File: src/rtl/riscv_next_pkg.sv
// Shared types and helpers for the next-PC prediction strategies.
package riscv_next_pkg;

    // Decoded control-flow flags carried along the history stream.
    typedef struct packed {
        logic is_branch;
        logic is_jal;
    } next_instr_signals_t;

    // BTB controller: self-clearing sweep, then normal operation.
    typedef enum logic {
        BTB_INIT,
        BTB_RUN
    } btb_state_e;

    // Counter values a fresh entry starts at: branches weak, JALs strong.
    localparam logic [1:0] CTR_WEAK_TAKEN   = 2'b10;
    localparam logic [1:0] CTR_STRONG_TAKEN = 2'b11;

    // Tag width left over once the index and the byte-offset bits are removed.
    function automatic int btb_tag_width(input int addr_width, input int depth);
        return addr_width - $clog2(depth) - 2;
    endfunction

    function automatic logic [1:0] sat_inc(input logic [1:0] c);
        return (c == 2'b11) ? c : c + 2'd1;
    endfunction

    function automatic logic [1:0] sat_dec(input logic [1:0] c);
        return (c == 2'b00) ? c : c - 2'd1;
    endfunction

endpackage

File: src/rtl/riscv_next_btb_ram.sv
// BTB entry storage: one synchronous lookup read with write-first bypass,
// one combinational read feeding the history read-modify-write, one write.
module riscv_next_btb_ram #(
    parameter int DEPTH = 16,
    parameter int WIDTH = 8
) (
    input  logic                     i_clk,
    input  logic                     i_rst,
    input  logic                     i_we,
    input  logic [$clog2(DEPTH)-1:0] i_waddr,
    input  logic [WIDTH-1:0]         i_wdata,
    input  logic [$clog2(DEPTH)-1:0] i_raddr,
    output logic [WIDTH-1:0]         o_rdata,
    input  logic [$clog2(DEPTH)-1:0] i_uaddr,
    output logic [WIDTH-1:0]         o_udata
);

    logic [WIDTH-1:0] mem [DEPTH];

    // Single write port; contents are not reset, validity lives elsewhere.
    always_ff @(posedge i_clk) begin
        if (i_we) mem[i_waddr] <= i_wdata;
    end

    // Registered lookup read; a same-cycle write to the same row wins.
    always_ff @(posedge i_clk or posedge i_rst) begin
        if (i_rst)                              o_rdata <= '0;
        else if (i_we && (i_waddr == i_raddr))  o_rdata <= i_wdata;
        else                                    o_rdata <= mem[i_raddr];
    end

    assign o_udata = mem[i_uaddr];

endmodule

File: src/rtl/riscv_next_strategy_btb.sv
// Direct-mapped BTB jump-prediction strategy: trains from the resolved
// history stream and injects a predicted target for the PM-stage PC.
module riscv_next_strategy_btb
    import riscv_next_pkg::*;
#(
    parameter int ADDR_WIDTH = 16,
    parameter int DEPTH      = 16
) (
    input  logic                  i_clk,
    input  logic                  i_rst,
    input  logic                  i_clear,
    input  logic [ADDR_WIDTH-1:0] i_if_pc,
    input  logic [ADDR_WIDTH-1:0] i_pm_pc,
    input  logic                  i_pm_flush,
    output logic                  o_inject,
    output logic [ADDR_WIDTH-1:0] o_inject_addr,
    input  logic [ADDR_WIDTH-1:0] i_hist_pc,
    input  logic                  i_hist_flush,
    input  logic                  i_hist_jump_branch,
    input  logic [ADDR_WIDTH-1:0] i_hist_jump_addr,
    input  next_instr_signals_t   i_hist_signals,
    output logic                  o_busy
);

    localparam int IDXW = $clog2(DEPTH);
    localparam int TAGW = btb_tag_width(ADDR_WIDTH, DEPTH);

    // Widths depend on this instance's parameters, so the layout lives here.
    typedef struct packed {
        logic                  valid;
        logic [TAGW-1:0]       tag;
        logic [ADDR_WIDTH-1:0] target;
        logic [1:0]            ctr;
        logic                  is_jal;
    } btb_entry_t;

    localparam int EW = $bits(btb_entry_t);

    function automatic logic [IDXW-1:0] idx_of(input logic [ADDR_WIDTH-1:0] pc);
        return pc[IDXW+1:2];
    endfunction

    function automatic logic [TAGW-1:0] tag_of(input logic [ADDR_WIDTH-1:0] pc);
        return pc[ADDR_WIDTH-1:IDXW+2];
    endfunction

    btb_state_e       state;
    logic [IDXW-1:0]  cnt;
    logic [DEPTH-1:0] valid_vec;
    logic [IDXW-1:0]  idx_q;
    logic             valid_q;

    btb_entry_t       rd_entry;
    btb_entry_t       cur_entry;
    btb_entry_t       upd_entry;
    logic             upd_we;
    logic             upd_ctl;
    logic             upd_hit;
    logic [IDXW-1:0]  if_idx;
    logic [IDXW-1:0]  hist_idx;
    logic [TAGW-1:0]  hist_tag;
    logic             lookup_hit;

    assign if_idx   = idx_of(i_if_pc);
    assign hist_idx = idx_of(i_hist_pc);
    assign hist_tag = tag_of(i_hist_pc);

    riscv_next_btb_ram #(
        .DEPTH (DEPTH),
        .WIDTH (EW)
    ) u_ram (
        .i_clk   (i_clk),
        .i_rst   (i_rst),
        .i_we    (upd_we),
        .i_waddr (hist_idx),
        .i_wdata (upd_entry),
        .i_raddr (if_idx),
        .o_rdata (rd_entry),
        .i_uaddr (hist_idx),
        .o_udata (cur_entry)
    );

    // Sweep controller: INIT walks every row once, i_clear restarts it.
    always_ff @(posedge i_clk or posedge i_rst) begin
        if (i_rst) begin
            state <= BTB_INIT;
            cnt   <= '0;
        end else begin
            case (state)
                BTB_INIT: begin
                    if (i_clear) begin
                        cnt <= '0;
                    end else begin
                        cnt <= cnt + 1'b1;
                        if (cnt == IDXW'(DEPTH - 1)) state <= BTB_RUN;
                    end
                end
                default: begin
                    if (i_clear) begin
                        state <= BTB_INIT;
                        cnt   <= '0;
                    end
                end
            endcase
        end
    end

    // Valid flops: cleared one row per sweep cycle, set by any table write.
    always_ff @(posedge i_clk) begin
        if (state == BTB_INIT) valid_vec[cnt]      <= 1'b0;
        else if (upd_we)       valid_vec[hist_idx] <= 1'b1;
    end

    // History training: read-modify-write of the row the resolved PC maps to.
    assign upd_ctl = (state == BTB_RUN) && !i_clear && !i_hist_flush &&
                     (i_hist_signals.is_branch || i_hist_signals.is_jal);
    assign upd_hit = valid_vec[hist_idx] && (cur_entry.tag == hist_tag);

    // Next entry value and write enable for the training port.
    always_comb begin
        upd_we          = 1'b0;
        upd_entry       = cur_entry;
        upd_entry.valid = 1'b1;
        if (upd_ctl) begin
            if (upd_hit) begin
                upd_we           = 1'b1;
                upd_entry.is_jal = i_hist_signals.is_jal;
                if (i_hist_jump_branch) begin
                    upd_entry.ctr    = sat_inc(cur_entry.ctr);
                    upd_entry.target = i_hist_jump_addr;
                end else begin
                    upd_entry.ctr    = sat_dec(cur_entry.ctr);
                end
                // Unconditional jumps never lose confidence.
                if (upd_entry.is_jal) upd_entry.ctr = CTR_STRONG_TAKEN;
            end else if (i_hist_jump_branch) begin
                upd_we           = 1'b1;
                upd_entry.tag    = hist_tag;
                upd_entry.target = i_hist_jump_addr;
                upd_entry.is_jal = i_hist_signals.is_jal;
                upd_entry.ctr    = i_hist_signals.is_jal ? CTR_STRONG_TAKEN : CTR_WEAK_TAKEN;
            end
        end
    end

    // Lookup pipeline: index and validity travel alongside the RAM read.
    // During the sweep the row being cleared may still read as valid, so
    // validity is forced low until RUN.
    always_ff @(posedge i_clk or posedge i_rst) begin
        if (i_rst) begin
            idx_q   <= '0;
            valid_q <= 1'b0;
        end else begin
            idx_q   <= if_idx;
            valid_q <= (state == BTB_RUN) &&
                       ((upd_we && (hist_idx == if_idx)) || valid_vec[if_idx]);
        end
    end

    assign lookup_hit = valid_q && (rd_entry.tag == tag_of(i_pm_pc)) &&
                        (idx_q == idx_of(i_pm_pc));

    assign o_inject      = (state == BTB_RUN) && lookup_hit && !i_pm_flush &&
                           (rd_entry.ctr[1] || rd_entry.is_jal);
    assign o_inject_addr = o_inject ? rd_entry.target : '0;
    assign o_busy        = (state == BTB_INIT);

    // Byte-offset bits and the stored valid copy are intentionally unused.
    logic unused_bits;
    assign unused_bits = ^{i_if_pc[1:0], i_pm_pc[1:0], i_hist_pc[1:0],
                           rd_entry.valid, cur_entry.valid};

endmodule

File: config.mk
export PLATFORM = sky130hd
export DESIGN_NAME = riscv_next_strategy_btb
export DESIGN_NICKNAME = d
export VERILOG_FILES = /design/src/rtl/riscv_next_pkg.sv /design/src/rtl/riscv_next_btb_ram.sv /design/src/rtl/riscv_next_strategy_btb.sv
export SDC_FILE = /design/constraint.sdc
export NUM_CORES = 1
export LEC_CHECK = 0
export BUFFER_PORTS_ARGS = -buffer_cell sky130_fd_sc_hd__buf_2
export CAP_MARGIN = 10
export CORE_UTILIZATION = 60
export DETAILED_ROUTE_END_ITERATION = 8
export PLACE_DENSITY = 0.8
export REMOVE_ABC_BUFFERS = 1
export SLEW_MARGIN = 20
export SYNTH_ARGS = -nofsm -noshare
export SYNTH_HDL_FRONTEND = slang
export SYNTH_SLANG_ARGS = --single-unit
File: constraint.sdc
create_clock -name i_clk -period 5.99 [get_ports i_clk]
set_input_delay 0.2995 -clock i_clk [delete_from_list [all_inputs] [get_ports i_clk]]
set_output_delay 0.2995 -clock i_clk [all_outputs]
set_load 0.01 [all_outputs]
==> impl_metrics.toml <==
[outcome]
status = "completed"

[die]
dieHeight_um = 205
die_w_um = 205
core_area_sq_um = 40200
die-area_sq_um = 41900
rows = 73
ioPinCount = 90
start_util_pct = 61.4

[layout]
nets = 1417
design_area_sq_um = 27600
syn2layout_area_growth_pct = 11.7
multi_input_area_sq_um = 8900
drive_gt1_share_pct = 40.5
seqCellArea_sq_um = 15400
utilization_pct = 68.6
fillers = 2439

[sta]
period_share_pct = 71.1
slew_headroom_pct = 30.6
finalSetupViolCount = 0
min_period_ps = 4260
fmax_ghz = 0.235
finalHoldViolCount = 0
drv_slew = 0
setup_ws_ps = 1730
rsz0062_at_grt = "no"
worst_slew_pin_slew_ps = 1040
fin_skew_ps = 25.9

[grt]
overflow = 0
antenna_found_initial = 1
grtUsageTotal_pct = 31.5
grt_pass1_wl_mm = 93.3
grt_pass1_vias = 14300
grt_max_degree = 85

[critical_path]
worst_r2r_endpoint = "u_ram.mem[2][15]"
worst-setup-path-type = "input port to flop"
start_kind = "input port"
crit_start = "i_hist_pc[3]"
r2r_cells = 10
critPathArrivalTime_ps = 4540
cp.required_ps = 6280
rrSetupSlack_ps = 1840
regToRegStartpoint = "u_ram.mem[10][27]"
critPathCapture = "u_ram.mem[2][15]"
crit_fanout = 78
worst_setup_path_end_kind = "flop"

[routing]
drt-initial-drc-count = 1581
avgRoutedWirePerCell_um = 33.0
drt_first_pass_iters = 5
drc = 0
vias = 13900
via_per_inst = 7.30
routed_wl_mm = 63.0
drtAntennaViolNets = 0

[pwr]
cellLeakagePower_nw = 8.99
pwr_density_cell_nw_per_um2 = 288
ir_worst_vdd_mv = 0.343

[logic_synthesis]
synth_most_common_cell = "edfxtp_1"
avgSynthCellArea_sq_um = 19.8
syn_area_sq_um = 24700
ys_top_cells_by_area = "edfxtp_1 58%, mux4_2 25%, dfrtp_1 3.9%"
yosysWarnings = 0
synth_common_cells = "480 x edfxtp_1, 274 x mux4_2, 50 x mux2_2"
ys_seq_elements = 518
ys_async_sr_fraction_pct = 7.34
postSynthCellCount = 1245
ys.flop_type = "edfxtp_1"
synth.distinct_cells = 59
synth_top_area_share_pct = 58.4
synth_top_cell_by_area = "edfxtp_1"
synth_edf_count = 480
ys_seq_area_share_pct = 62.3

[placement]
place.gp.congestion = 0.872
placed_area_sq_um = 25800
dp_worst_setup_slack_ps = 1280
place_hpwl_mm = 35.0
numPortBuffers = 73

[min_path]
hold_path_class = "input port to flop"
whs_path_depth = 2

[clock_tree]
insertion_delay_ps = 610
cts_resized = 0
cts_tree = "built"
cts.sinks = 518
cts_root_buf = "clkbuf_16"
htreeDepth = 2
path_clk_slew_ps = 60
clk_path_buf_depth = 3
ctsHoldBuffers = 2
postCtsSetupBuffers = 0
cts_buffers = 52

[run]
drv_cap = 0
[metrics by stage]
stage,hold WS [ps],power (mW),TNS (ps),instances
final,149,7.93,0,1911
after global routing,118,8.13,0,1910
after CTS,98.7,7.97,0,1909
after detailed placement,525,4.76,0,1809
after global placement,532,4.75,0,1809
after floorplan,331,4.50,-25960,1157
[flip-flops by register name (all words and copies together), names as in the netlist]
register / flops
u_ram.o_rdata: 28
state: 1
idx_q: 4
cnt: 4
valid_q: 1
valid_vec: 16
u_ram.mem: 464
[power breakdown]
group | switching, mW | internal (mW) | total [mW]
clock network | 1.41 | 1.83 | 3.24
registers | 0.0163 | 4.03 | 4.05
logic | 0.359 | 0.290 | 0.649
total | 1.78 | 6.15 | 7.93
[placed cells by master, fill, tap and decap left out, drive strengths merged, types with 2 or more instances in the layout]
cell type	instances
ha	4
a22o	4
bufinv	3
a21oi	33
o21ai	7
a211oi	2
a221oi	4
and2	19
clkinvlp	4
xor2	6
o22a	8
nand4	5
clkbuf	71
inv	18
mux4	279
buf	126
nor4	7
nor2	41
nand3	7
o22ai	5
nor3	16
xnor2	25
nand2b	3
dfrtp	38
mux2	53
clkinv	19
nor2b	6
or4	3
edfxtp	480
dlygate4sd3	2
or2b	2
mux2i	25
o21a	10
a31oi	11
nand2	26
[worst min path at each step]
stage	start	endpoint	slack, ps
global route	i_hist_signals[0]	u_ram.o_rdata[0]	120
detailed placement	i_rst	u_ram.o_rdata[18]	520
floorplan	i_if_pc[2]	idx_q[0]	330
CTS	i_hist_signals[0]	u_ram.o_rdata[0]	100
global placement	i_rst	u_ram.o_rdata[18]	530
finish	i_hist_signals[0]	u_ram.o_rdata[0]	150
[area by class of cell]
cell class	instances	area share (%)
clock inverter	29	0.954
multi-input combinational	624	32.3
sequential	518	55.8
antenna	1	0.00908
clock buffer	69	5.21
tap	525	2.38
timing repair buffer	130	3.16
inverter	15	0.204
[critical path, cell delays in order]
cell,delay (ps)
buf_6,590
mux4_2,600
mux2i_1,180
mux2i_1,150
xnor2_1,430
nand4_1,260
nor3_4,250
o21ai_2,140
buf_4,310
nor3_2,810
buf_4,380
[logic make-up (layout without fill, tap and decap cells)]
group	after synthesis	count (layout)	share of synthesized area, %
buf+inv	103	243	2.08
xor+xnor	31	31	1.10
fa+ha+maj	4	4	0.203
mux	357	357	29.0
simple gates	138	138	2.78
flops	518	518	62.3
other cells	0	1	0
compound gates	94	94	2.60
[layer usage]
metal	global-route usage (%)	vias to the layer above	routed length (um)
li1	-	5506	-
met1	42.6	7316	23000
met2	50.0	957	31000
met3	7.30	166	6660
met4	12.8	2	2310
met5	0	-	13
No activity file was read; power rests on OpenSTA's default activity.
